[src/rtl/debounce_pkg.sv]
// Shared defaults and the width helper for the debounce bank.
package debounce_pkg;

  localparam int DEFAULT_MAX_COUNT   = 1000000;
  localparam int DEFAULT_SYNC_STAGES = 2;

  // Smallest r such that 2**r >= value; sizes a counter that must hold value-1.
  function automatic int clog2(input longint value);
    int r;
    r = 0;
    for (int i = 0; i < 63; i++) begin
      if ((64'sd1 <<< i) < value) begin
        r = i + 1;
      end else begin
        r = r;
      end
    end
    return r;
  endfunction

endpackage

[src/rtl/debounce_bank_if.sv]
// Pin-side and user-side signals of the debounce bank.
interface debounce_bank_if #(
  parameter int CHANNELS = 4
);
  logic [CHANNELS-1:0] bouncy;
  logic [CHANNELS-1:0] debounced;
  logic [CHANNELS-1:0] rise;
  logic [CHANNELS-1:0] fall;
  logic                any_change;

  modport master (output bouncy, input debounced, input rise, input fall, input any_change);
  modport slave  (input bouncy, output debounced, output rise, output fall, output any_change);
endinterface

[src/rtl/debounce_channel.sv]
// One debounced bit: synchroniser, disagreement counter, commit and edge pulses.
module debounce_channel
  import debounce_pkg::*;
#(
  parameter int MAX_COUNT   = DEFAULT_MAX_COUNT,
  parameter int SYNC_STAGES = DEFAULT_SYNC_STAGES,
  parameter bit INIT_LEVEL  = 1'b0
) (
  input  logic clk,
  input  logic rst,
  input  logic bouncy,
  output logic debounced,
  output logic rise,
  output logic fall
);

  localparam int CNT_W = clog2(longint'(MAX_COUNT) + 64'sd1);
  localparam logic [CNT_W-1:0] MAX_CNT_C = CNT_W'(MAX_COUNT);

  logic [SYNC_STAGES-1:0] sync_r;
  logic                   level_s;
  logic [CNT_W-1:0]       cnt_r;
  logic [CNT_W-1:0]       cnt_nxt_s;
  logic                   commit_s;
  logic                   deb_r;
  logic                   rise_r;
  logic                   fall_r;

  assign level_s = sync_r[SYNC_STAGES-1];

  // Shift the raw pin through the synchroniser chain.
  always_ff @(posedge clk) begin
    if (rst) begin
      sync_r <= {SYNC_STAGES{INIT_LEVEL}};
    end else begin
      sync_r <= {sync_r[SYNC_STAGES-2:0], bouncy};
    end
  end

  // Any agreement clears the count, so a glitch earns no partial credit.
  always_comb begin
    cnt_nxt_s = {CNT_W{1'b0}};
    commit_s  = 1'b0;
    if (level_s != deb_r) begin
      if (cnt_r == MAX_CNT_C) begin
        commit_s = 1'b1;
      end else begin
        cnt_nxt_s = cnt_r + CNT_W'(1'b1);
      end
    end else begin
      cnt_nxt_s = {CNT_W{1'b0}};
    end
  end

  // Counter, committed level and one-cycle pulses; reset wins over a commit.
  always_ff @(posedge clk) begin
    if (rst) begin
      cnt_r  <= {CNT_W{1'b0}};
      deb_r  <= INIT_LEVEL;
      rise_r <= 1'b0;
      fall_r <= 1'b0;
    end else begin
      cnt_r  <= cnt_nxt_s;
      rise_r <= commit_s & level_s;
      fall_r <= commit_s & ~level_s;
      if (commit_s) begin
        deb_r <= level_s;
      end else begin
        deb_r <= deb_r;
      end
    end
  end

  assign debounced = deb_r;
  assign rise      = rise_r;
  assign fall      = fall_r;

endmodule

[src/rtl/debounce_bank.sv]
// Bank of independent debounced channels with a combined change strobe.
module debounce_bank
  import debounce_pkg::*;
#(
  parameter int CHANNELS    = 4,
  parameter int MAX_COUNT   = DEFAULT_MAX_COUNT,
  parameter int SYNC_STAGES = DEFAULT_SYNC_STAGES,
  parameter bit INIT_LEVEL  = 1'b0
) (
  input  logic            clk,
  input  logic            rst,
  debounce_bank_if.slave  bus
);

  logic [CHANNELS-1:0] deb_s;
  logic [CHANNELS-1:0] rise_s;
  logic [CHANNELS-1:0] fall_s;

  for (genvar i = 0; i < CHANNELS; i++) begin : g_ch
    debounce_channel #(
      .MAX_COUNT   (MAX_COUNT),
      .SYNC_STAGES (SYNC_STAGES),
      .INIT_LEVEL  (INIT_LEVEL)
    ) u_ch (
      .clk       (clk),
      .rst       (rst),
      .bouncy    (bus.bouncy[i]),
      .debounced (deb_s[i]),
      .rise      (rise_s[i]),
      .fall      (fall_s[i])
    );
  end

  assign bus.debounced  = deb_s;
  assign bus.rise       = rise_s;
  assign bus.fall       = fall_s;
  // Built from registered pulses only, so it stays glitch-free and in step with them.
  assign bus.any_change = |(rise_s | fall_s);

endmodule

[src/flat_wrapper.sv]
// flat-port wrapper written by rule: the top's interface ports become plain ports
module debounce_bank_flat import debounce_pkg::*;
#(
  parameter int CHANNELS    = 4,
  parameter int MAX_COUNT   = DEFAULT_MAX_COUNT,
  parameter int SYNC_STAGES = DEFAULT_SYNC_STAGES,
  parameter bit INIT_LEVEL  = 1'b0
)
  (clk, rst, bus_bouncy, bus_debounced, bus_rise, bus_fall, bus_any_change);
  debounce_bank_if #(.CHANNELS(CHANNELS)) bus_i ();
  input  logic clk;
  input  logic rst;
  input wire logic [$bits(bus_i.bouncy)-1:0] bus_bouncy;
  output wire logic [$bits(bus_i.debounced)-1:0] bus_debounced;
  output wire logic [$bits(bus_i.rise)-1:0] bus_rise;
  output wire logic [$bits(bus_i.fall)-1:0] bus_fall;
  output wire logic [$bits(bus_i.any_change)-1:0] bus_any_change;
  assign bus_i.bouncy = bus_bouncy;
  assign bus_debounced = bus_i.debounced;
  assign bus_rise = bus_i.rise;
  assign bus_fall = bus_i.fall;
  assign bus_any_change = bus_i.any_change;
  debounce_bank #(.CHANNELS(CHANNELS), .MAX_COUNT(MAX_COUNT), .SYNC_STAGES(SYNC_STAGES), .INIT_LEVEL(INIT_LEVEL)) u_core (.clk(clk), .rst(rst), .bus(bus_i));
endmodule
[config.mk]
export PLATFORM = sky130hd
export DESIGN_NAME = debounce_bank_flat
export DESIGN_NICKNAME = d
export VERILOG_FILES = /design/src/rtl/debounce_pkg.sv /design/src/rtl/debounce_bank_if.sv /design/src/rtl/debounce_channel.sv /design/src/rtl/debounce_bank.sv /design/src/flat_wrapper.sv
export SDC_FILE = /design/constraint.sdc
export NUM_CORES = 1
export LEC_CHECK = 0
export ABC_AREA = 1
export CORE_MARGIN = 3
export CORE_UTILIZATION = 55
export CTS_BUF_LIST = sky130_fd_sc_hd__clkbuf_16
export CTS_CLUSTER_DIAMETER = 40
export DETAILED_ROUTE_END_ITERATION = 10
export GPL_TIMING_DRIVEN = 0
export PLACE_DENSITY_LB_ADDON = 0.15
export REMOVE_ABC_BUFFERS = 1
export SETUP_SLACK_MARGIN = 0.4
export SYNTH_ARGS = -nofsm -noshare
export SYNTH_HDL_FRONTEND = slang
export SYNTH_SLANG_ARGS = --single-unit
export TNS_END_PERCENT = 1
[constraint.sdc]
create_clock -name clk -period 1.4 [get_ports clk]
set_input_delay 0.28 -clock clk [delete_from_list [all_inputs] [get_ports clk]]
set_output_delay 0.28 -clock clk [all_outputs]
set_load 0.01 [all_outputs]
=== Word-level counts from Yosys, hierarchy flattened ===
Cells that the tools add are included.

* Bitwise operators: 17
* Reduce and logical (&&, ||, !) cells: 5
* Mux-type cells: 8
* Add/subtract/negate cells: 4
* Equality and inequality tests: 8

{| class="wikitable"
|+ Operators with widths
! cell !! number
|-
| 20-bit by 1-bit adder with 20-bit output, second input constant || 4
|-
| 20-bit equality test, second input constant || 4
|-
| 3-bit OR reduction || 4
|-
| 1-bit bitwise AND || 8
|-
| 1-bit 2-to-1 mux || 8
|-
| 1-bit inverter || 8
|-
| 1-bit inequality test || 4
|-
| 4-bit bitwise OR || 1
|-
| 4-bit OR reduction || 1
|}

* Bits of input ports: 6
* Register bits after elaboration: 100
* Output and inout port bits: 13

=== Logic depth before layout (Yosys ltp) ===
* Depth in word-level cells: 4
* Gate-level depth with buffers: 10

=== Hierarchy ===
From an unflattened synthesis, not the netlist that was laid out.

* Cell total of the unflattened synthesis: 723
* Area total of the unflattened synthesis: 5,041.1 um^2

{| class="wikitable"
|+ Modules (own cells, without submodules)
! module !! cells an instance !! instances !! area each (um^2)
|-
| debounce_channel || 177 || 4 || 1,246.2
|-
| debounce_bank || 15 || 1 || 56.3
|}

=== Worst setup path before layout ===
OpenSTA, ideal clock, no wires.

* Kind: register to register
* Start point: reg u_core.g_ch[0].u_ch.cnt_r[0]
* End point: reg u_core.g_ch[0].u_ch.cnt_r[11]
* Stages on the path, launching flop included: 11
* Period minus slack after synthesis: 1.373 ns
* Path buffers: 1
* Path slack: 0.027 ns
* Arrival: 1.258 ns
* Data required time: 1.285 ns
* Path through: dfxtp_1 -> inv_1 -> ha_1 -> nand2_1 -> inv_1 -> nand2_1 -> nor2_1 -> nand3_2 -> nand2_2 -> buf_6 -> nor2_1

* Cells in the longest elaborated chain, start to end: 2

{| class="wikitable"
|+ RTL lines
! item !! RTL line !! source
|-
| from (decl) || debounce_channel.sv:22 || <nowiki>logic [CNT_W-1:0] cnt_r;</nowiki>
|-
| from (signal assigned) || debounce_channel.sv:58 || <nowiki>cnt_r <= {CNT_W{1'b0}};</nowiki>
|-
| from (signal assigned) || debounce_channel.sv:63 || <nowiki>cnt_r <= cnt_nxt_s;</nowiki>
|-
| branches (longest 2 deep; another with 20-bit by 1-bit adder with 20-bit output) || - ||
|}

Parallel ways; which one is timed is not known.
A chain may end at the register's enable or synchronous reset.

=== Worst setup path after layout ===
* Start point: reg u_core.g_ch[3].u_ch.rise_r
* End point: out bus_any_change

* Cells in the longest elaborated chain, start to end: 2

{| class="wikitable"
|+ RTL lines
! item !! RTL line !! source
|-
| from (decl) || debounce_channel.sv:26 || <nowiki>logic rise_r;</nowiki>
|-
| from (signal assigned) || debounce_channel.sv:64 || <nowiki>rise_r <= commit_s & level_s;</nowiki>
|-
| 4-bit bitwise OR || debounce_bank.sv:38 || <nowiki>assign bus.any_change = |(rise_s | fall_s);</nowiki>
|-
| 4-bit OR reduction || debounce_bank.sv:38 ||
|-
| to (decl) || flat_wrapper.sv:17 || <nowiki>output wire logic [$bits(bus_i.any_change)-1:0] bus_any_change;</nowiki>
|}

No other way between the ends.

==> run_results.csv <==
group,metric,value,unit
synthesis,ys_seq_area_share,40.5,%
finish,final_common_cell,"nand2_1",
synthesis,syn_inst,730,
sta,fin_setup_tns,-9.40,ps
cts,clkTransAtPathRegs,60,ps
pwr,power_density,827,nW/µm²
sta,worst_slew_pin_slew,633,ps
synthesis,synth_compound_area_share,4.38,%
placement,numPortBuffers,18,
die,initial_utilization,58.4,%
synthesis,yosys-top-cells-area,"dfxtp_1 41%, nor2_1 15%, nand2_1 13%",
worst_setup_path,start_kind,"flip-flop",
synthesis,muxShareOfSynthArea,0,%
grt,antenna_found_initial,0,
synthesis,syn_area_per_cell,6.77,µm²
drt,ant_nets,0,
die,io-pin-count,19,
grt,grt_start_max_net_pins,20,
placement,place_ws,-894,ps
synthesis,synth_cell_types,29,
cts,cts_tree,"yes",
placement,postPlaceCellArea,5110,µm²
die,rows,33,
finish,fin_area,6250,µm²
cts,cts_buffers,9,
drt,drc,0,
synthesis,synth_fa_ha_area_share,2.03,%
cts,clk_root_buffer_cell,"clkbuf_16",
drt,drt_iter0_drc,152,
sta,setup_violations,1,
pwr,p_total,5.17,mW
drt,routedWlPerCell,12.9,µm
worst_hold_path,hold_path_class,"flip-flop to flip-flop",
sta,fin_ws,-9.40,ps
placement,gp_routability_congestion,0.865,
worst_setup_path,endpoint_kind,"output pin",
finish,layout.cells.most_common_list,"162 x nand2_1, 145 x nor2_1, 68 x inv_1",
die,die_w,101,µm
worst_setup_path,crit_required,1120,ps
synthesis,synth_xor_area_share,7.44,%
die,coreArea,8460,µm²
placement,dp.cells,835,
synthesis,async_flop_share,0,%
finish,diodes,0,
sta,rsz0062_at_grt,"yes",
outcome,status,"finished with violations",
sta,relSlewSlack,57.8,%
worst_setup_path,worstPathMaxFanout,2,
finish,area_growth,26.5,%
pwr,ir_drop,0.000571,V
drt,firstDrtPassIters,5,
synthesis,ys_ff_latch,100,
synthesis,synth_edf_count,0,
sta,hold_violations,0,
synthesis,synth_top_area_share,40.5,%
finish,utilization,73.9,%
placement,hpwlAfterDp,7.11,mm
worst_setup_path,worstPathArrival,1130,ps
sta,clock_skew,7.25,ps
cts,htree_num_levels,3,
synthesis,ys_warn_count,0,
finish,drive_gt1_share,27.1,%
outcome,violations,"setup timing",
die,die-area,10200,µm²
drt,wirelength,11.2,mm
synthesis,synthesis.area,4940,µm²
grt,grt_pass1_vias,4219,
sta,period_needed,1410,ps
synthesis,synth_top_family_by_area,"simple AND/OR/NAND/NOR gates",
worst_setup_path,crit_type,"flip-flop to output pin",
grt,overflow,0,
sta,clock.fmax,710,MHz
sta,timing.hold.ws,404,ps
drt,num_vias,4481,
synthesis,synthSimpleGateAreaFrac,36.7,%
grt,grt_usage,22.0,%
sta,slew_violations,0,
sta,finalCritPeriodShare,101,%
cts,clkSinkCount,100,
cts,clk_latency,340,ps
cts,cts_buffer_depth,2,
synthesis,ys.flop_type,"dfxtp_1",
drt,via_per_inst,5.18,
die,die_h,101,µm
pwr,cellLeakagePower,1.88,nW
finish,layoutNonFillerInstCount,865,
grt,grt_pass1_wl,18.5,mm
finish,fin_nets,770,
synthesis,yosys.area.top_type,"dfxtp_1",
job,cap_viol_max_count,0,
Yosys cell counts (3+ instances only):
| cell | n |
|---|---|
| a21oi_1 | 30 |
| nand3b_1 | 5 |
| xnor2_1 | 18 |
| buf_4 | 12 |
| ha_1 | 8 |
| nand3_2 | 4 |
| or2_0 | 4 |
| o21ai_0 | 6 |
| dfxtp_1 | 100 |
| xor2_1 | 24 |
| nand3_1 | 36 |
| nand2_1 | 176 |
| inv_1 | 79 |
| nor2_1 | 191 |
| nor3_1 | 5 |
| nor2_2 | 3 |
| buf_6 | 3 |
| nand4_1 | 9 |
worst paths after layout:
| check | cells after the start | startpoint | end | slack (ps) |
|---|---|---|---|---|
| setup / recovery | 3 | u_core.g_ch[3].u_ch.rise | bus_any_change | -9 |
| hold / removal | 2 | u_core.g_ch[1].u_ch.sync_r[0] | u_core.g_ch[1].u_ch.sync_r[1] | 400 |
| setup reg to reg | 6 | u_core.g_ch[1].u_ch.cnt_r[6] | u_core.g_ch[1].u_ch.cnt_r[15] | 20 |
| hold reg to reg | 2 | u_core.g_ch[1].u_ch.sync_r[0] | u_core.g_ch[1].u_ch.sync_r[1] | 400 |
area by class of cell:
class | instances | area [µm²]
multi-input cells | 534 | 3160
clock inverters | 6 | 33.8
fillers | 632 | 2210
inverters | 81 | 312
repair buffers | 30 | 313
well taps | 105 | 131
flip-flops and latches | 100 | 2080
clock buffers | 9 | 225
logic make-up after synthesis:
family / count (synthesis)
adder cells (fa/ha/maj): 8
buffers and inverters: 99
AND/OR/NAND/NOR: 441
AO/OA/AOI/OAI: 40
flip-flops: 100
XOR/XNOR: 42
flip-flops by register name (all words and copies together) (netlist names):
name and cells:
u_core.g_ch.u_ch.cnt_r 80, u_core.g_ch.u_ch.debounced 4, u_core.g_ch.u_ch.fall 4, u_core.g_ch.u_ch.rise 4
u_core.g_ch.u_ch.sync_r 8
power by group:
part	leakage, nW	internal (mW)	total, mW	switching [mW]
sequential	0.831	2.84	2.85	0.0140
clock	0.130	1.18	2.21	1.03
combinational	0.923	0.0476	0.113	0.0658
total	1.88	4.06	5.17	1.11
worst max-delay path: stages (launching register included):
cell and delay, ps:
dfxtp_2 340, nor4_2 250, nand2_1 70, buf_2 140
routing by layer:
layer  wire (µm)  track usage (%)
met3         588             4.64
met5           0                0
met4         144             6.11
met2        5450             37.0
met1        5000             28.6
timing repair:
item | CTS | global route
gates resized for setup | 193 | 94
buffers inserted | 10 | 2
cloned | 3 | 0
endpoints found under the setup margin | 105 | 105
hold buffers | 0 | 0
pin swaps | 72 | 53
(Power assumes the default switching activity.)
